[src/rtl/skew_tile_buffer_pkg.sv]
// Shared definitions for the skew tile buffer: drain FSM state encoding and
// the number of enabled beats needed to drain one skewed tile.
package skew_tile_buffer_pkg;

  typedef enum logic {
    IDLE  = 1'b0,
    DRAIN = 1'b1
  } drain_state_e;

  function automatic int drain_len(input int tile_depth, input int array_size);
    return tile_depth + array_size - 1;
  endfunction

endpackage

[src/rtl/skew_tile_bank.sv]
// One TILE_DEPTH x ARRAY_SIZE tile bank: whole-row synchronous write, per-lane
// combinational read where every lane addresses its own row.
module skew_tile_bank
  import skew_tile_buffer_pkg::*;
#(
  parameter int DATA_WIDTH = 8,
  parameter int ARRAY_SIZE = 4,
  parameter int TILE_DEPTH = 4,
  parameter int ROW_W      = 2
) (
  input  logic                                 clk,
  input  logic                                 wr_en_i,
  input  logic [ROW_W-1:0]                     wr_row_i,
  input  logic [ARRAY_SIZE-1:0][DATA_WIDTH-1:0] wr_dat_i,
  input  logic [ARRAY_SIZE-1:0][ROW_W-1:0]      rd_row_i,
  output logic [ARRAY_SIZE-1:0][DATA_WIDTH-1:0] rd_dat_o
);

  logic [ARRAY_SIZE-1:0][DATA_WIDTH-1:0] mem_q [TILE_DEPTH];

  // Rows beyond TILE_DEPTH are unreachable when the depth is not a power of two.
  always_ff @(posedge clk) begin
    if (wr_en_i && (int'(wr_row_i) < TILE_DEPTH)) begin
      mem_q[wr_row_i] <= wr_dat_i;
    end
  end

  always_comb begin
    rd_dat_o = '0;
    for (int j = 0; j < ARRAY_SIZE; j++) begin
      if (int'(rd_row_i[j]) < TILE_DEPTH) begin
        rd_dat_o[j] = mem_q[rd_row_i[j]][j];
      end
    end
  end

endmodule

[src/rtl/skew_tile_buffer.sv]
// Ping-pong tile buffer feeding a systolic edge: fills one bank by rows while the other drains diagonally skewed.
// Optional SKEW_TILE_BUFFER_ERR_EN adds a sticky err_overflow flag for writes/commits refused while wr_ready=0.
module skew_tile_buffer
  import skew_tile_buffer_pkg::*;
#(
  parameter int DATA_WIDTH = 8,
  parameter int ARRAY_SIZE = 4,
  parameter int TILE_DEPTH = 4
) (
  input  logic                                        clk,
  input  logic                                        rst,
  input  logic                                        write,
  input  logic [((TILE_DEPTH > 1) ? $clog2(TILE_DEPTH) : 1)-1:0] row_ptr,
  input  logic                                        commit,
  input  logic signed [ARRAY_SIZE-1:0][DATA_WIDTH-1:0] data_in,
  input  logic                                        enable,
  output logic                                        wr_ready,
  output logic signed [ARRAY_SIZE-1:0][DATA_WIDTH-1:0] data_out,
  output logic                                        out_valid,
  output logic                                        drain_done
`ifdef SKEW_TILE_BUFFER_ERR_EN
  ,
  output logic                                        err_overflow
`endif
);

  localparam int ROW_W     = (TILE_DEPTH > 1) ? $clog2(TILE_DEPTH) : 1;
  localparam int DRAIN_LEN = drain_len(TILE_DEPTH, ARRAY_SIZE);
  localparam int T_W       = (DRAIN_LEN > 1) ? $clog2(DRAIN_LEN) : 1;

  typedef logic [ARRAY_SIZE-1:0][DATA_WIDTH-1:0] row_t;

  drain_state_e state_q, state_d;
  logic [T_W-1:0] t_q, t_d;
  logic           fill_ptr_q, fill_ptr_d;
  logic           drain_ptr_q, drain_ptr_d;
  logic [1:0]     full_q, full_d;
  row_t           data_out_q, data_out_d;
  logic           out_valid_q, out_valid_d;
  logic           drain_done_q, drain_done_d;

  logic                              commit_acc;
  logic [1:0]                        bank_wr_en;
  row_t                              bank_rd [2];
  row_t                              drain_dat;
  int                                lane_diff [ARRAY_SIZE];
  logic [ARRAY_SIZE-1:0]             lane_ok;
  logic [ARRAY_SIZE-1:0][ROW_W-1:0]  rd_row;

  assign wr_ready   = ~full_q[fill_ptr_q];
  assign commit_acc = commit & wr_ready;
  assign bank_wr_en = {write & wr_ready & fill_ptr_q, write & wr_ready & ~fill_ptr_q};

  for (genvar b = 0; b < 2; b++) begin : g_bank
    skew_tile_bank #(
      .DATA_WIDTH(DATA_WIDTH),
      .ARRAY_SIZE(ARRAY_SIZE),
      .TILE_DEPTH(TILE_DEPTH),
      .ROW_W     (ROW_W)
    ) u_bank (
      .clk     (clk),
      .wr_en_i (bank_wr_en[b]),
      .wr_row_i(row_ptr),
      .wr_dat_i(data_in),
      .rd_row_i(rd_row),
      .rd_dat_o(bank_rd[b])
    );
  end

  assign drain_dat = bank_rd[drain_ptr_q];

  // Lane j lags lane 0 by j beats, so it reads row t-j of the draining tile.
  always_comb begin
    for (int j = 0; j < ARRAY_SIZE; j++) begin
      lane_diff[j] = int'(t_q) - j;
      lane_ok[j]   = (lane_diff[j] >= 0) && (lane_diff[j] < TILE_DEPTH);
      rd_row[j]    = lane_diff[j][ROW_W-1:0];
    end
  end

  always_comb begin
    state_d      = state_q;
    t_d          = t_q;
    fill_ptr_d   = fill_ptr_q;
    drain_ptr_d  = drain_ptr_q;
    full_d       = full_q;
    data_out_d   = data_out_q;
    out_valid_d  = 1'b0;
    drain_done_d = 1'b0;

    if (commit_acc) begin
      full_d[fill_ptr_q] = 1'b1;
      fill_ptr_d         = ~fill_ptr_q;
    end

    case (state_q)
      IDLE: begin
        data_out_d = '0;
        if (enable && full_q[drain_ptr_q]) begin
          state_d = DRAIN;
          t_d     = '0;
        end
      end
      DRAIN: begin
        if (enable) begin
          for (int j = 0; j < ARRAY_SIZE; j++) begin
            data_out_d[j] = lane_ok[j] ? drain_dat[j] : '0;
          end
          out_valid_d = 1'b1;
          t_d         = t_q + T_W'(1);
          if (t_q == T_W'(DRAIN_LEN - 1)) begin
            drain_done_d        = 1'b1;
            full_d[drain_ptr_q] = 1'b0;
            drain_ptr_d         = ~drain_ptr_q;
            t_d                 = '0;
            // full_d already includes a commit landing on this same edge.
            if (!full_d[~drain_ptr_q]) begin
              state_d = IDLE;
            end
          end
        end
      end
      default: state_d = IDLE;
    endcase
  end

  always_ff @(posedge clk) begin
    if (rst) begin
      state_q      <= IDLE;
      t_q          <= '0;
      fill_ptr_q   <= 1'b0;
      drain_ptr_q  <= 1'b0;
      full_q       <= '0;
      data_out_q   <= '0;
      out_valid_q  <= 1'b0;
      drain_done_q <= 1'b0;
    end else begin
      state_q      <= state_d;
      t_q          <= t_d;
      fill_ptr_q   <= fill_ptr_d;
      drain_ptr_q  <= drain_ptr_d;
      full_q       <= full_d;
      data_out_q   <= data_out_d;
      out_valid_q  <= out_valid_d;
      drain_done_q <= drain_done_d;
    end
  end

  assign data_out   = data_out_q;
  assign out_valid  = out_valid_q;
  assign drain_done = drain_done_q;

`ifdef SKEW_TILE_BUFFER_ERR_EN
  logic err_q, err_d;

  assign err_d = err_q | ((write | commit) & ~wr_ready);

  always_ff @(posedge clk) begin
    if (rst) begin
      err_q <= 1'b0;
    end else begin
      err_q <= err_d;
    end
  end

  assign err_overflow = err_q;
`endif

endmodule

[config.mk]
export PLATFORM = sky130hd
export DESIGN_NAME = skew_tile_buffer
export DESIGN_NICKNAME = d
export VERILOG_FILES = /design/src/rtl/skew_tile_buffer_pkg.sv /design/src/rtl/skew_tile_bank.sv /design/src/rtl/skew_tile_buffer.sv
export SDC_FILE = /design/constraint.sdc
export NUM_CORES = 1
export LEC_CHECK = 0
export BUFFER_PORTS_ARGS = -buffer_cell sky130_fd_sc_hd__buf_2
export CAP_MARGIN = 5
export CORE_MARGIN = 1
export CORE_UTILIZATION = 48
export CTS_CLUSTER_DIAMETER = 150
export DETAILED_ROUTE_END_ITERATION = 6
export PLACE_DENSITY = 0.7
export SYNTH_ARGS = -nofsm -noshare
export SYNTH_HDL_FRONTEND = slang
export SYNTH_SLANG_ARGS = --single-unit
[constraint.sdc]
create_clock -name clk -period 4.3 [get_ports clk]
set_input_delay 0.645 -clock clk [delete_from_list [all_inputs] [get_ports clk]]
set_output_delay 0.645 -clock clk [all_outputs]
set_load 0.005 [all_outputs]
==> impl_metrics.py <==
metrics = {
    "logic_synthesis": {
        "synth_warnings": 0,
        "async_reset_ff_frac": 0,
        "synth_top_family_by_area": "multiplexers",
        "syn_inst": 560,
        "synth_area_sq_um": 11400,
        "synth-edff-count": 256,
        "synthSimpleGateAreaFrac": 0.0256,
        "synthAdderAreaFrac": 0.00659,
        "ys.flop_type": "edfxtp_1",
        "synth_xor_area_frac": 0.00154,
        "ys_seq_elements": 300,
        "seq_area_frac_synth": 0.752,
        "synth.area.mux_share": 0.156,
        "avgSynthCellArea_sq_um": 20.4,
        "synth_nets": 605,
        "synth.distinct_cells": 38,
        "synth_compound_area_frac": 0.0394,
    },
    "placed_design": {
        "place_inst": 934,
        "gp_congestion": 0.747,
        "portBuffers": 73,
        "hpwl_mm": 12.1,
    },
    "status": {
        "status": "finished clean",
    },
    "timing": {
        "fin_crit_ns": 2.62,
        "hold_viol_final": 0,
        "tns_ns": 0,
        "fmax_ghz": 0.381,
        "timing.final.crit_share": 0.610,
        "relSlewSlack": 0.240,
        "rsz0062_at_grt": "false",
        "setup_viol": 0,
        "tightest_slew_ns": 1.14,
        "slew_viol_final": 0,
        "whs_ns": 0.367,
        "fin_worst_skew_ns": 0.00955,
    },
    "pwr": {
        "ir_drop_v": 0.000252,
        "clkPwrFrac": 0.415,
        "p_per_area_nw_per_um2": 450,
        "p_sw_mw": 1.15,
        "power_frac_seq": 0.552,
        "comb_power_share": 0.034,
        "p_int_mw": 4.73,
        "power.leakage_nw": 4.36,
        "p_sw_frac": 0.195,
    },
    "floorplanning": {
        "die_h_um": 156,
        "fp-row-count": 56,
        "ios": 74,
        "die_x_um": 156,
        "start_util": 0.487,
        "coreArea_sq_um": 23400,
        "dieArea_sq_um": 24400,
    },
    "cts": {
        "clk_pin_slew_ns": 0.06,
        "clk_path_buf_depth": 3,
        "cts_num_sinks": 300,
        "root_buffer": "clkbuf_16",
        "cts_tree": "built",
        "post-cts-setup-buffers": 0,
        "hold_buffers": 0,
        "worst_skew_pair.late_latency_ns": 0.54,
        "h-tree-depth": 1,
        "cts_buffers": 29,
        "cts_resized": 0,
    },
    "run": {
        "maxCapViolCount": 0,
    },
    "worst_setup_path": {
        "crit_required_ns": 4.73,
        "cp.arrival_ns": 3.06,
        "reg2reg_depth": 6,
        "endpoint_kind": "flip-flop",
        "slowest_stage": "dfxtp_1",
        "r2r_slack_ns": 1.68,
        "crit_start": "t_q[1]",
        "worstSetupPathType": "reg -> reg",
        "slowest_delay_ns": 0.72,
        "rr_endpoint": "data_out[25]",
        "cp-start-kind": "flip-flop",
        "crit_fanout": 32,
        "worst_r2r_startpoint": "t_q[1]",
        "crit_chain": "inv_1 > ha_1 > buf_4 > mux4_1 > mux2_2 > a22o_1",
    },
    "global_route": {
        "grt_pass1_wl_mm": 32.7,
        "grt_pass1_vias": 5718,
        "grt_max_degree": 33,
        "grtUsageTotal": 0.182,
        "grt_overflow": 0,
        "antenna_found_initial": 1,
    },
    "detailed_routing": {
        "wl_per_cell_um": 21.7,
        "drc": 0,
        "routed_wl_mm": 21.4,
        "drtAntennaViolNets": 0,
        "drt_first_pass_iters": 4,
        "drt-initial-drc-count": 354,
        "vias_per_cell": 5.49,
        "num_vias": 5416,
    },
    "worst_hold_path": {
        "hold_path_depth": 1,
        "hp-start": "data_in[12]",
        "worstHoldEndpoint": "g_bank[0].u_bank.mem_q[2][12]",
        "min-delay-path-class": "in -> reg",
    },
    "final_layout": {
        "final_common_cell": "edfxtp_1",
        "final_util": 0.558,
        "fin_cells": 986,
        "area_delta_synth_final_pct": 14.5,
        "nNetsFinal": 691,
        "antenna_cells": 0,
        "layout-drive-gt1-share": 0.271,
        "final_cell_mix": "edfxtp_1 (256), buf_2 (73), dfxtp_1 (43)",
    },
}
per-layer routing:
layer	part of all wire	track usage	vias to the layer above
li1	-	-	2479
met1	0.41	0.234	2764
met2	0.52	0.321	138
met3	0.054	0.0306	33
met4	0.017	0.0481	2
met5	0.00056	0	-
cell families (layout without fill, tap and decap cells):
family,count (synthesis),after routing
compound gates,61,61
xor+xnor,2,2
fa+ha+maj,6,6
buf+inv,38,145
flops,300,300
mux,92,92
simple gates,61,61
power groups by stage:
stage	Clock [mW]	Sequential [mW]	Combinational, mW
after global routing	2.61	3.24	0.217
after global placement	0	3.30	0.192
after detailed placement	0	3.30	0.202
after CTS	2.49	3.24	0.203
final	2.44	3.24	0.199
after floorplan	0	3.29	0.124
area by class of cell:
class	instances	area, sq um
Fill cell	1784	10300
Sequential cell	300	8570
Multi-Input combinational cell	222	2670
Clock buffer	41	811
Timing Repair Buffer	86	463
Tap cell	319	399
Clock inverter	11	118
Inverter	7	26.3
worst max-delay path by stage:
stage,to,slack [ns],cells past startpoint
floorplan,g_bank[0].u_bank.mem_q[2][0],0.03,1
global placement,data_out[26],1.71,6
detailed placement,data_out[25],1.64,6
CTS,data_out[25],1.63,6
global route,data_out[25],1.47,6
finish,data_out[25],1.68,6
Yosys cell counts (5+ instances only):
cell type / number / area share
edfxtp_1: 256 / 0.67
dfxtp_1: 44 / 0.077
mux4_1: 36 / 0.083
nand2_1: 28 / 0.0092
mux4_2: 20 / 0.040
mux2_2: 18 / 0.018
mux2i_1: 18 / 0.016
a22oi_1: 17 / 0.011
a22o_1: 16 / 0.012
clkbuf_1: 14 / 0.0046
a21oi_1: 12 / 0.0053
nor2_1: 9 / 0.0030
nor3_1: 8 / 0.0035
o211ai_1: 8 / 0.0053
inv_1: 7 / 0.0023
buf_6: 6 / 0.0059
ha_1: 6 / 0.0066
buf_2: 5 / 0.0022
metrics by stage:
stage          worst slack, ns  instance area, sq um  total power [mW]
2_1_floorplan           0.0306                 11400              3.42
3_3_place_gp              1.71                 12100              3.49
3_5_place_dp              1.64                 12100              3.51
4_1_cts                   1.63                 13100              5.93
5_1_grt                   1.47                 13100              6.07
6_report                  1.68                 13100              5.88
worst max-delay path, delay by kind of cell, from the launching register on:
| kind | cells | cell delay [ns] |
|---|---|---|
| fa+ha+maj | 1 | 0.35 |
| buf+inv | 2 | 0.57 |
| mux | 2 | 0.67 |
| flops | 1 | 0.72 |
| compound gates | 1 | 0.20 |
registers in the layout, summed over array words and instances, names as in the netlist, named ones only:
name	cells
data_out	32
drain_done	1
drain_ptr_q	1
fill_ptr_q	1
full_q	2
g_bank.u_bank.mem_q	256
out_valid	1
state_q	1
t_q	3
(Power assumes the default switching activity.)
